===== config.mk =====
export PLATFORM = sky130hd
export DESIGN_NAME = io_sched_flat
export DESIGN_NICKNAME = d
export VERILOG_FILES = /design/src/rtl/io_sched_if.sv /design/src/rtl/io_sched.sv /design/src/flat_wrapper.sv
export SDC_FILE = /design/constraint.sdc
export NUM_CORES = 1
export LEC_CHECK = 0
export CAP_MARGIN = 15
export CORE_MARGIN = 1
export CORE_UTILIZATION = 40
export CTS_CLUSTER_DIAMETER = 60
export DETAILED_ROUTE_END_ITERATION = 8
export DONT_BUFFER_PORTS = 1
export PLACE_DENSITY = 0.63
export SYNTH_ARGS = -nofsm -noshare
export SYNTH_HDL_FRONTEND = slang
export SYNTH_SLANG_ARGS = --single-unit

===== constraint.sdc =====
create_clock -name clk -period 2.79 [get_ports clk]
set_input_delay 0.558 -clock clk [delete_from_list [all_inputs] [get_ports clk]]
set_output_delay 0.558 -clock clk [all_outputs]
set_load 0.1 [all_outputs]

===== src/rtl/io_sched_if.sv =====
// rtl/io_sched_if.sv - stream, processor strobe and result handshake bundle for io_sched
interface io_sched_if #(
    parameter int NBIN   = 19,
    parameter int NBOUT  = 28,
    parameter int NUIOIN = 4,
    parameter int NUIOOU = 4
);
    logic [NUIOIN*NBIN-1:0]  s_data;
    logic [NUIOIN-1:0]       s_valid;
    logic [NUIOIN-1:0]       s_ready;
    logic [NBIN-1:0]         io_in;
    logic [NUIOIN-1:0]       req_in;
    logic [NBOUT-1:0]        io_out;
    logic [NUIOOU-1:0]       out_en;
    logic [NUIOOU*NBOUT-1:0] m_data;
    logic [NUIOOU-1:0]       m_valid;
    logic [NUIOOU-1:0]       m_ready;

    modport master (
        output s_data, s_valid, req_in, io_out, out_en, m_ready,
        input  s_ready, io_in, m_data, m_valid
    );

    modport slave (
        input  s_data, s_valid, req_in, io_out, out_en, m_ready,
        output s_ready, io_in, m_data, m_valid
    );
endinterface


===== src/rtl/io_sched.sv =====
// rtl/io_sched.sv - per-channel input FIFOs and output result registers for the float processor I/O strobes
// Optional delivered-word counters enabled by IO_SCHED_CNT_EN.
module io_sched #(
    parameter int NBIN   = 19,
    parameter int NBOUT  = 28,
    parameter int NUIOIN = 4,
    parameter int NUIOOU = 4,
    parameter int FDEPTH = 4
) (
    input  logic                clk,
    input  logic                rst,
    io_sched_if.slave           bus,
    input  logic                clr_flags,
    output logic [NUIOIN-1:0]   underflow,
    output logic [NUIOOU-1:0]   overflow,
    output logic                sel_err,
    output logic [NUIOIN*16-1:0] in_cnt
);
    localparam int AW = $clog2(FDEPTH);
    localparam logic [AW:0] FULL_CNT = (AW+1)'(FDEPTH);

    typedef enum logic {OUT_EMPTY = 1'b0, OUT_FULL = 1'b1} out_state_t;

    logic [NBIN-1:0]  mem    [NUIOIN][FDEPTH];
    logic [AW-1:0]    wr_ptr [NUIOIN];
    logic [AW-1:0]    rd_ptr [NUIOIN];
    logic [AW:0]      fcnt   [NUIOIN];

    logic [NUIOIN-1:0] full, push, pop, uf_evt;
    logic              req_multi, req_one, out_multi, out_one;
    logic [NBIN-1:0]   io_in_w;

    out_state_t        out_state [NUIOOU];
    out_state_t        out_next  [NUIOOU];
    logic [NUIOOU-1:0] cap, ov_evt, m_valid_w;
    logic [NUIOOU*NBOUT-1:0] m_data_r;

    // A strobe is honoured only when exactly one bit is set; x & (x-1) is nonzero for two or more.
    always_comb begin
        req_multi = |(bus.req_in & (bus.req_in - NUIOIN'(1)));
        req_one   = (bus.req_in != '0) && !req_multi;
        out_multi = |(bus.out_en & (bus.out_en - NUIOOU'(1)));
        out_one   = (bus.out_en != '0) && !out_multi;
    end

    always_comb begin
        io_in_w = '0;
        for (int k = 0; k < NUIOIN; k++) begin
            full[k]   = (fcnt[k] == FULL_CNT);
            push[k]   = bus.s_valid[k] && !full[k];
            pop[k]    = bus.req_in[k] && req_one && (fcnt[k] != '0);
            uf_evt[k] = bus.req_in[k] && req_one && (fcnt[k] == '0);
            if (pop[k]) begin
                io_in_w = mem[k][rd_ptr[k]];
            end
        end
    end

    assign bus.s_ready = ~full;
    assign bus.io_in   = io_in_w;

    always_ff @(posedge clk) begin
        for (int k = 0; k < NUIOIN; k++) begin
            if (push[k]) begin
                mem[k][wr_ptr[k]] <= bus.s_data[k*NBIN +: NBIN];
            end
        end
    end

    always_ff @(posedge clk or negedge rst) begin
        if (!rst) begin
            for (int k = 0; k < NUIOIN; k++) begin
                wr_ptr[k] <= '0;
                rd_ptr[k] <= '0;
                fcnt[k]   <= '0;
            end
        end else begin
            for (int k = 0; k < NUIOIN; k++) begin
                if (push[k]) wr_ptr[k] <= wr_ptr[k] + AW'(1);
                if (pop[k])  rd_ptr[k] <= rd_ptr[k] + AW'(1);
                case ({push[k], pop[k]})
                    2'b10:   fcnt[k] <= fcnt[k] + (AW+1)'(1);
                    2'b01:   fcnt[k] <= fcnt[k] - (AW+1)'(1);
                    default: fcnt[k] <= fcnt[k];
                endcase
            end
        end
    end

    // Result channels: a fresh capture always wins; it only counts as overflow if the old word went unaccepted.
    always_comb begin
        for (int k = 0; k < NUIOOU; k++) begin
            cap[k]       = bus.out_en[k] && out_one;
            out_next[k]  = out_state[k];
            ov_evt[k]    = 1'b0;
            m_valid_w[k] = (out_state[k] == OUT_FULL);
            case (out_state[k])
                OUT_EMPTY: begin
                    if (cap[k]) out_next[k] = OUT_FULL;
                end
                OUT_FULL: begin
                    if (cap[k]) begin
                        ov_evt[k] = !bus.m_ready[k];
                    end else if (bus.m_ready[k]) begin
                        out_next[k] = OUT_EMPTY;
                    end
                end
                default: out_next[k] = OUT_EMPTY;
            endcase
        end
    end

    always_ff @(posedge clk or negedge rst) begin
        if (!rst) begin
            for (int k = 0; k < NUIOOU; k++) out_state[k] <= OUT_EMPTY;
            m_data_r <= '0;
        end else begin
            for (int k = 0; k < NUIOOU; k++) begin
                out_state[k] <= out_next[k];
                if (cap[k]) m_data_r[k*NBOUT +: NBOUT] <= bus.io_out;
            end
        end
    end

    assign bus.m_data  = m_data_r;
    assign bus.m_valid = m_valid_w;

    always_ff @(posedge clk or negedge rst) begin
        if (!rst) begin
            underflow <= '0;
            overflow  <= '0;
            sel_err   <= 1'b0;
        end else begin
            underflow <= (underflow & ~{NUIOIN{clr_flags}}) | uf_evt;
            overflow  <= (overflow & ~{NUIOOU{clr_flags}}) | ov_evt;
            sel_err   <= (sel_err & !clr_flags) | req_multi | out_multi;
        end
    end

`ifdef IO_SCHED_CNT_EN
    logic [15:0] cnt_r [NUIOIN];

    always_ff @(posedge clk or negedge rst) begin
        if (!rst) begin
            for (int k = 0; k < NUIOIN; k++) cnt_r[k] <= '0;
        end else begin
            for (int k = 0; k < NUIOIN; k++) begin
                if (clr_flags) begin
                    cnt_r[k] <= '0;
                end else if (pop[k] && cnt_r[k] != 16'hFFFF) begin
                    cnt_r[k] <= cnt_r[k] + 16'd1;
                end
            end
        end
    end

    always_comb begin
        for (int k = 0; k < NUIOIN; k++) in_cnt[k*16 +: 16] = cnt_r[k];
    end
`else
    assign in_cnt = '0;
`endif
endmodule


===== src/flat_wrapper.sv =====
// flat-port wrapper written by rule: the top's interface ports become plain ports
module io_sched_flat 
#(
    parameter int NBIN   = 19,
    parameter int NBOUT  = 28,
    parameter int NUIOIN = 4,
    parameter int NUIOOU = 4,
    parameter int FDEPTH = 4
)
  (clk, rst, clr_flags, underflow, overflow, sel_err, in_cnt, bus_s_data, bus_s_valid, bus_req_in, bus_io_out, bus_out_en, bus_m_ready, bus_s_ready, bus_io_in, bus_m_data, bus_m_valid);
  io_sched_if #(.NBIN(NBIN), .NBOUT(NBOUT), .NUIOIN(NUIOIN), .NUIOOU(NUIOOU)) bus_i ();
  input  logic clk;
  input  logic rst;
  input  logic clr_flags;
  output logic [NUIOIN-1:0] underflow;
  output logic [NUIOOU-1:0] overflow;
  output logic sel_err;
  output logic [NUIOIN*16-1:0] in_cnt;
  input wire logic [$bits(bus_i.s_data)-1:0] bus_s_data;
  input wire logic [$bits(bus_i.s_valid)-1:0] bus_s_valid;
  input wire logic [$bits(bus_i.req_in)-1:0] bus_req_in;
  input wire logic [$bits(bus_i.io_out)-1:0] bus_io_out;
  input wire logic [$bits(bus_i.out_en)-1:0] bus_out_en;
  input wire logic [$bits(bus_i.m_ready)-1:0] bus_m_ready;
  output wire logic [$bits(bus_i.s_ready)-1:0] bus_s_ready;
  output wire logic [$bits(bus_i.io_in)-1:0] bus_io_in;
  output wire logic [$bits(bus_i.m_data)-1:0] bus_m_data;
  output wire logic [$bits(bus_i.m_valid)-1:0] bus_m_valid;
  assign bus_i.s_data = bus_s_data;
  assign bus_i.s_valid = bus_s_valid;
  assign bus_i.req_in = bus_req_in;
  assign bus_i.io_out = bus_io_out;
  assign bus_i.out_en = bus_out_en;
  assign bus_i.m_ready = bus_m_ready;
  assign bus_s_ready = bus_i.s_ready;
  assign bus_io_in = bus_i.io_in;
  assign bus_m_data = bus_i.m_data;
  assign bus_m_valid = bus_i.m_valid;
  io_sched #(.NBIN(NBIN), .NBOUT(NBOUT), .NUIOIN(NUIOIN), .NUIOOU(NUIOOU), .FDEPTH(FDEPTH)) u_core (.clk(clk), .rst(rst), .bus(bus_i), .clr_flags(clr_flags), .underflow(underflow), .overflow(overflow), .sel_err(sel_err), .in_cnt(in_cnt));
endmodule

### Word level (Yosys, flattened, before mapping)

Memory sizes are Yosys's and may differ from the RTL's.
Index checks and enable logic that the tools add are counted.

* input bits: 123
* memories kept: 1
* register bits: 153
* output and inout port bits: 212
* RAM bits: 304
* word-level logic and storage cells: 202

Memories
* u_core.mem: words 4, width 76, rd ports 4, clocked after Yosys merged registers in 0, wr ports 4, RTL line io_sched.sv:24 `logic [NBIN-1:0] mem [NUIOIN][FDEPTH];`

* $lt $le $gt $ge: 12
* multiplexer cells: 60
* reduce and logical (&&, ||, !) cells: 53
* bitwise gates (word level): 23
* add/sub/neg operators: 18
* equal/unequal tests: 12

Operators with widths (count)
* $mux 19: 16
* $mux 76: 4
* $bmux 19 s2: 4
* $demux 19 s2: 4
* $logic_and 1x1->1: 26
* $ge 3x3->1 const B: 8
* $mux 1: 24
* $not 2->3: 8
* $pmux 3 s2: 4
* $add 2x1->2 const B: 8
* $and 4x4->4: 4
* $add 3x1->3 const B: 4
* $eq 3x3->1 const B: 4
* $logic_not 3->1: 4
* $lt 3x1->1 const B: 4
* $reduce_bool 3->1: 4
* $sub 3x1->3 const B: 4
* $logic_not 1->1: 11
* $eq 2x1->1 const B: 4
* $eq 2x2->1 const B: 4
* $not 4->4: 2
* $or 4x4->4: 2
* $pmux 1 s2: 4
* $reduce_bool 2->1: 4
* other kinds (6): 13

### Longest topological paths before layout

* word-level depth: 11
* mapped depth: 10
* depth with buffers taken out: 10

### Worst setup path before layout

No wires, ideal clock.

* kind: input to output
* from: input port bus_req_in[2]
* to: output port bus_io_in[17]
* arrival time: 2.742 ns
* required time: 2.232 ns
* path buffers: 0
* stages on the path: 4
* setup slack: -0.510 ns
* cell sequence: or4b_4 -> nor2b_4 -> a221oi_1 -> o21ai_1

* word-level cells in the longest chain between the ends: 11
* elaborated cells between the ends (all ways): 18
* those cells by class: add/sub (1); mux (4); bitwise (1); reduce/logical (12)

Ends and longest elaborated chain
* start, declared: RTL line flat_wrapper.sv:21 `input wire logic [$bits(bus_i.req_in)-1:0] bus_req_in;`
* $sub 4x1->4: RTL line io_sched.sv:40 `req_multi = |(bus.req_in & (bus.req_in - NUIOIN'(1)));`
* $and 4x4->4: RTL line io_sched.sv:40
* $reduce_or 4->1: RTL line io_sched.sv:40
* $logic_not 1->1: RTL line io_sched.sv:41 `req_one = (bus.req_in != '0) && !req_multi;`
* $logic_and 1x1->1: RTL line io_sched.sv:41
* $logic_and 1x1->1 (2 in a row): RTL line io_sched.sv:51 `pop[k] = bus.req_in[k] && req_one && (fcnt[k] != '0);`
* $mux 19 (3 in a row): RTL line io_sched.sv:53 `if (pop[k]) begin`
* $mux 19 (*): RTL line io_sched.sv:53
* end, declared: RTL line flat_wrapper.sv:26 `output wire logic [$bits(bus_i.io_in)-1:0] bus_io_in;`

Mark *: on every way between the ends. The rest lies on a longest branch, timed or not.

### Worst setup path after layout

* from: register u_core.rd_ptr[6] in the netlist's numbering
* to: output port bus_io_in[17]

* word-level cells in the longest chain between the ends: 8

Ends and longest elaborated chain
* start, declared: RTL line io_sched.sv:26 `logic [AW-1:0] rd_ptr [NUIOIN];`
* start signal, assigned by index: RTL line io_sched.sv:80 `if (pop[k]) rd_ptr[k] <= rd_ptr[k] + AW'(1);`
* $not 2->3 (not written as such): RTL line io_sched.sv:54 `io_in_w = mem[k][rd_ptr[k]];`
* $bmux 19 s2: RTL line io_sched.sv:54
* $mux 19 (not written as such) (2 in a row): RTL line io_sched.sv:54
* $mux 19 (4 in a row): RTL line io_sched.sv:53

Every way passes these cells. The select of a mux whose other input is x is not followed.

==> reports/summary.md <==
Power spread over the standard cell area amounts to 1140 nW/µm². The initialized floorplan defines 77 standard-cell rows. Setup repair after global routing could not meet its margin everywhere. The flow ran to the end, but the final reports show violations.

The effective utilization at floorplan is 0.409, and the share of layout cells above drive strength 1 is 0.371. The tools report the kind of capture point of the worst setup path as a primary output. The commonest cells after synthesis are 304 x edfxtp_1, 153 x dfrtp_1, 111 x mux2_2.

In this run the remaining antenna-violating nets after routing total 0. The first TritonRoute pass finished after 5 iterations. The number of nets in the final layout is 1203, and the pin slew with the least headroom to its limit is 998 ps. Total length of routed met3 wires: 4440 µm.

The worst setup path is launched from a flip-flop. For the number of slew-limit violations in the final report, the log shows 0. The post-synthesis async set-or-reset flop share is 0.335. Setup violations remaining at the end of the flow were counted as 16. Summing all flip-flop and latch instances after layout gives 13000 µm².

For this design the static power due to leakage is 7.91 nW. The path class of the tightest hold or removal check is in2async. The required time of the critical path was 2230 ps. The post-synthesis sequential area ratio was 0.708. In the post-synthesis netlist, the biggest area contributors are edfxtp_1 50%, dfrtp_1 21%, mux4_2 9.4%, mux2_2 6.8%, buf_4 2.7%. The run gives 8626 as the count of vias placed by the detailed router. On the worst path, the slowest cell contributes a delay of 560 ps.

For the worst hold slack, the log shows -329 ps. The startpoint identified for the worst register-to-register timing path is u_core.fcnt[0]. Area of the die: 46600 µm².

In the final routed layout, each cell accounts on average for 23.9 µm. For the combinational power share, the log shows 0.251. The share of Yosys cell area claimed by the top area cell type was 0.499; the sum of negative setup slack was -597 ps. Summing all placed instances gives a cell area of 19500 µm². The first global-routing pass estimated 60100 µm of wire. The switching share of power came out at 0.389.

The number of warnings reported in the yosys synthesis log was 0. The biggest area contributor in the post-synthesis netlist is edfxtp_1. The average instance in the mapped netlist occupies 19.1 µm².

The worst slew margin relative to its limit was 0.335; the total net switching power was 9.50 mW. Across the run, the number of max-cap violations was 0. The tools report the number of hold-slack violations in the final timing report as 153. The via density per instance came out at 5.11. The synthesized design contains 304 enable-type register cells. In this run the horizontal extent of the chip is 216 µm. The number of buffers created by CTS was 48. The library cell with the highest instance count after synthesis is edfxtp_1.

On the critical path, the stage with the largest delay is an instance of mux4_2. The overall fraction of global-route tracks in use came out at 0.175. Cell internal power was estimated by the tool at 15.0 mW.

Pin placement for this block handled 335 I/O pins. After global routing the overflow that remains totals 0. The count of cell types in the netlist was 43. For this run, the top clock speed supported by timing is 348 MHz. The cell seen most often among critical-path stages is buf_12. The later pin in the worst-skew pair is clocked with a latency of 590 ps.

After clock tree synthesis, the clock-pin slew on the worst setup and hold paths is 60 ps. The wire length after detailed routing was 40300 µm. TritonCTS built the clock tree. The clock drives 457 sinks.

Input and output buffers added on the ports amount to 0. The congestion estimate from routability-driven global placement came to 0.754. The count of filler cells inserted in the layout was 3712. The detailed router finished its first iteration with 452 violations.

The final reports fail on negative hold slack, negative setup slack. Excluding fillers, the count of instances in the completed layout stands at 1687. Synthesis produced a netlist whose cell count is 959. The tools report the number of global-route vias before repair as 9284. Startpoint of the worst setup timing path: u_core.rd_ptr[6]. The uppermost layer routed was met4. The sequential group share of total power is 0.499, and the die boundary height is 216 µm. The tools report the largest net degree at the start of global routing as 154.

For the number of DRC violations after detailed routing, the log shows 0. Category of the critical setup timing path: reg2out. For the maximum count of clock buffers along a single path, the log shows 3.

The area growth from synthesis to final layout is 16.8%. The tools report the portion of total power attributed to the clock network as 0.249. The total half-perimeter wirelength after legalization and detailed placement was 27300 µm. VDD sags by at most 0.738 mV.

Commonest register cell after synthesis: edfxtp_1. H-tree depth reported by CTS: 2. After detailed routing, the met2 layer carries 19800 µm of wire.

The arrival time reported for the critical path endpoint was 2320 ps; the final design instance area without fill was 21400 µm². Between clock sinks in the finished design, the worst skew comes to 20.2 ps. The tools report the area of the multi-input gates as 4980 µm². The root buffer cell chosen for the clock tree is clkbuf_16.

The tools report the area of the placeable core as 44700 µm². The total routed wire length on the met1 layer came out at 15300 µm. The logs give -83.6 ps for the least setup slack across all paths after layout and 1 for the initial antenna violation count. The signal on the critical path passes through buf_12, mux4_2, a221oi_2, o21ai_2, buf_12. The routed design could run at a clock period as short as 2870 ps. The number of flip-flops and latches in the synthesized netlist works out to 457.

The post-route clock period utilization was 1.03; the number of cells in the design after placement was 1582. The maximum net fanout on the critical path works out to 7. For the total standard cell area after synthesis, the log shows 18300 µm².
==> what timing repair did <==
| item | CTS | global route |
|---|---|---|
| endpoints found under the hold margin | 153 | 153 |
| pin swaps | 20 | 11 |
| resized for setup | 34 | 20 |
| buffers inserted | 8 | 7 |
| setup endpoints to repair | 19 | 19 |
| cloned | 2 | 0 |
==> metal layers <==
metal  up-vias  global-route usage
met3        53              0.0794
met1      4501               0.211
met2       324               0.284
met4         0              0.0456
li1       3748                   -
met5         -                   0
==> flip-flops by register name (all words and copies together), names as in the netlist <==
| register | flops |
|---|---|
| u_core.sel_err | 1 |
| u_core.mem | 304 |
| u_core.bus.m_data | 112 |
| u_core.wr_ptr | 8 |
| u_core.bus.m_valid | 4 |
| u_core.overflow | 4 |
| u_core.underflow | 4 |
| u_core.fcnt | 12 |
| u_core.rd_ptr | 8 |
==> worst max-delay path: cells and delay by family (launching register included) <==
kind	cells	cell delay, ps
mux	1	560
flops	1	440
compound gates	2	380
buf+inv	2	340
==> power groups by stage <==
stage	registers, mW	clock network (mW)	logic (mW)
final	12.2	6.10	6.15
after global routing	12.4	6.51	6.56
after CTS	12.2	6.26	6.20
after detailed placement	12.3	0	5.82
after global placement	12.3	0	5.76
after floorplan	12.1	0	4.22
==> path summary, 6_finish.rpt <==
check                      slack (ps)                    end  cells past startpoint
setup reg to reg                  700         u_core.fcnt[2]                     11
min in group clk                   60      u_core.mem[1][30]                      0
hold reg to reg                   500         u_core.fcnt[3]                      1
max in group asynchronous        2840  u_core.bus.m_data[82]                      0
hold / removal                   -330  u_core.bus.m_data[70]                      0
setup / recovery                  -80          bus_io_in[17]                      5
==> cell families (layout without fill, tap and decap cells) <==
kind of cell	after synthesis	count (layout)	share of synthesized area
adders and majority gates	26	26	0.0192
and+or+nand+nor	76	76	0.0256
xor gates and xnor gates	24	24	0.0127
muxes	194	194	0.166
buffers and inverters	128	199	0.0438
AOI/OAI and AO/OA	53	53	0.0241
DFF	457	457	0.708
other	1	66	0.000205
==> per-stage QoR <==
stage / setup WS (ps) / power (mW) / utilization
floorplan: 0.282 / 16.3 / -
global placement: 201 / 18.0 / 0.436
detailed placement: 168 / 18.1 / 0.436
CTS: -159 / 24.7 / 0.476
global route: -177 / 25.4 / 0.478
finish: -83.6 / 24.5 / 0.478
==> placed cells by master (no fill, tap or decap), drive strengths merged, types with 7 or more instances in the layout <==
| cell type | Yosys | final |
|---|---|---|
| ha | 20 | 20 |
| a22oi | 36 | 36 |
| nor2 | 7 | 7 |
| clkinv | 1 | 23 |
| xnor2 | 12 | 12 |
| inv | 27 | 30 |
| and3 | 16 | 16 |
| clkbuf | 6 | 60 |
| buf | 94 | 84 |
| conb | 1 | 64 |
| nand2 | 27 | 27 |
| xor2 | 12 | 12 |
| edfxtp | 304 | 304 |
| mux2 | 116 | 116 |
| mux4 | 76 | 76 |
| dfrtp | 153 | 153 |
==> final cells by class <==
cell class              count  area share
flip-flops and latches    457       0.607
repair buffers             84      0.0495
well taps                 592      0.0347
clock inverters            27      0.0105
inverters                  28     0.00492
multi-input cells         437       0.233
clock buffers              60      0.0603
diodes                      2    0.000234
Power figures use the tool's default switching activity.
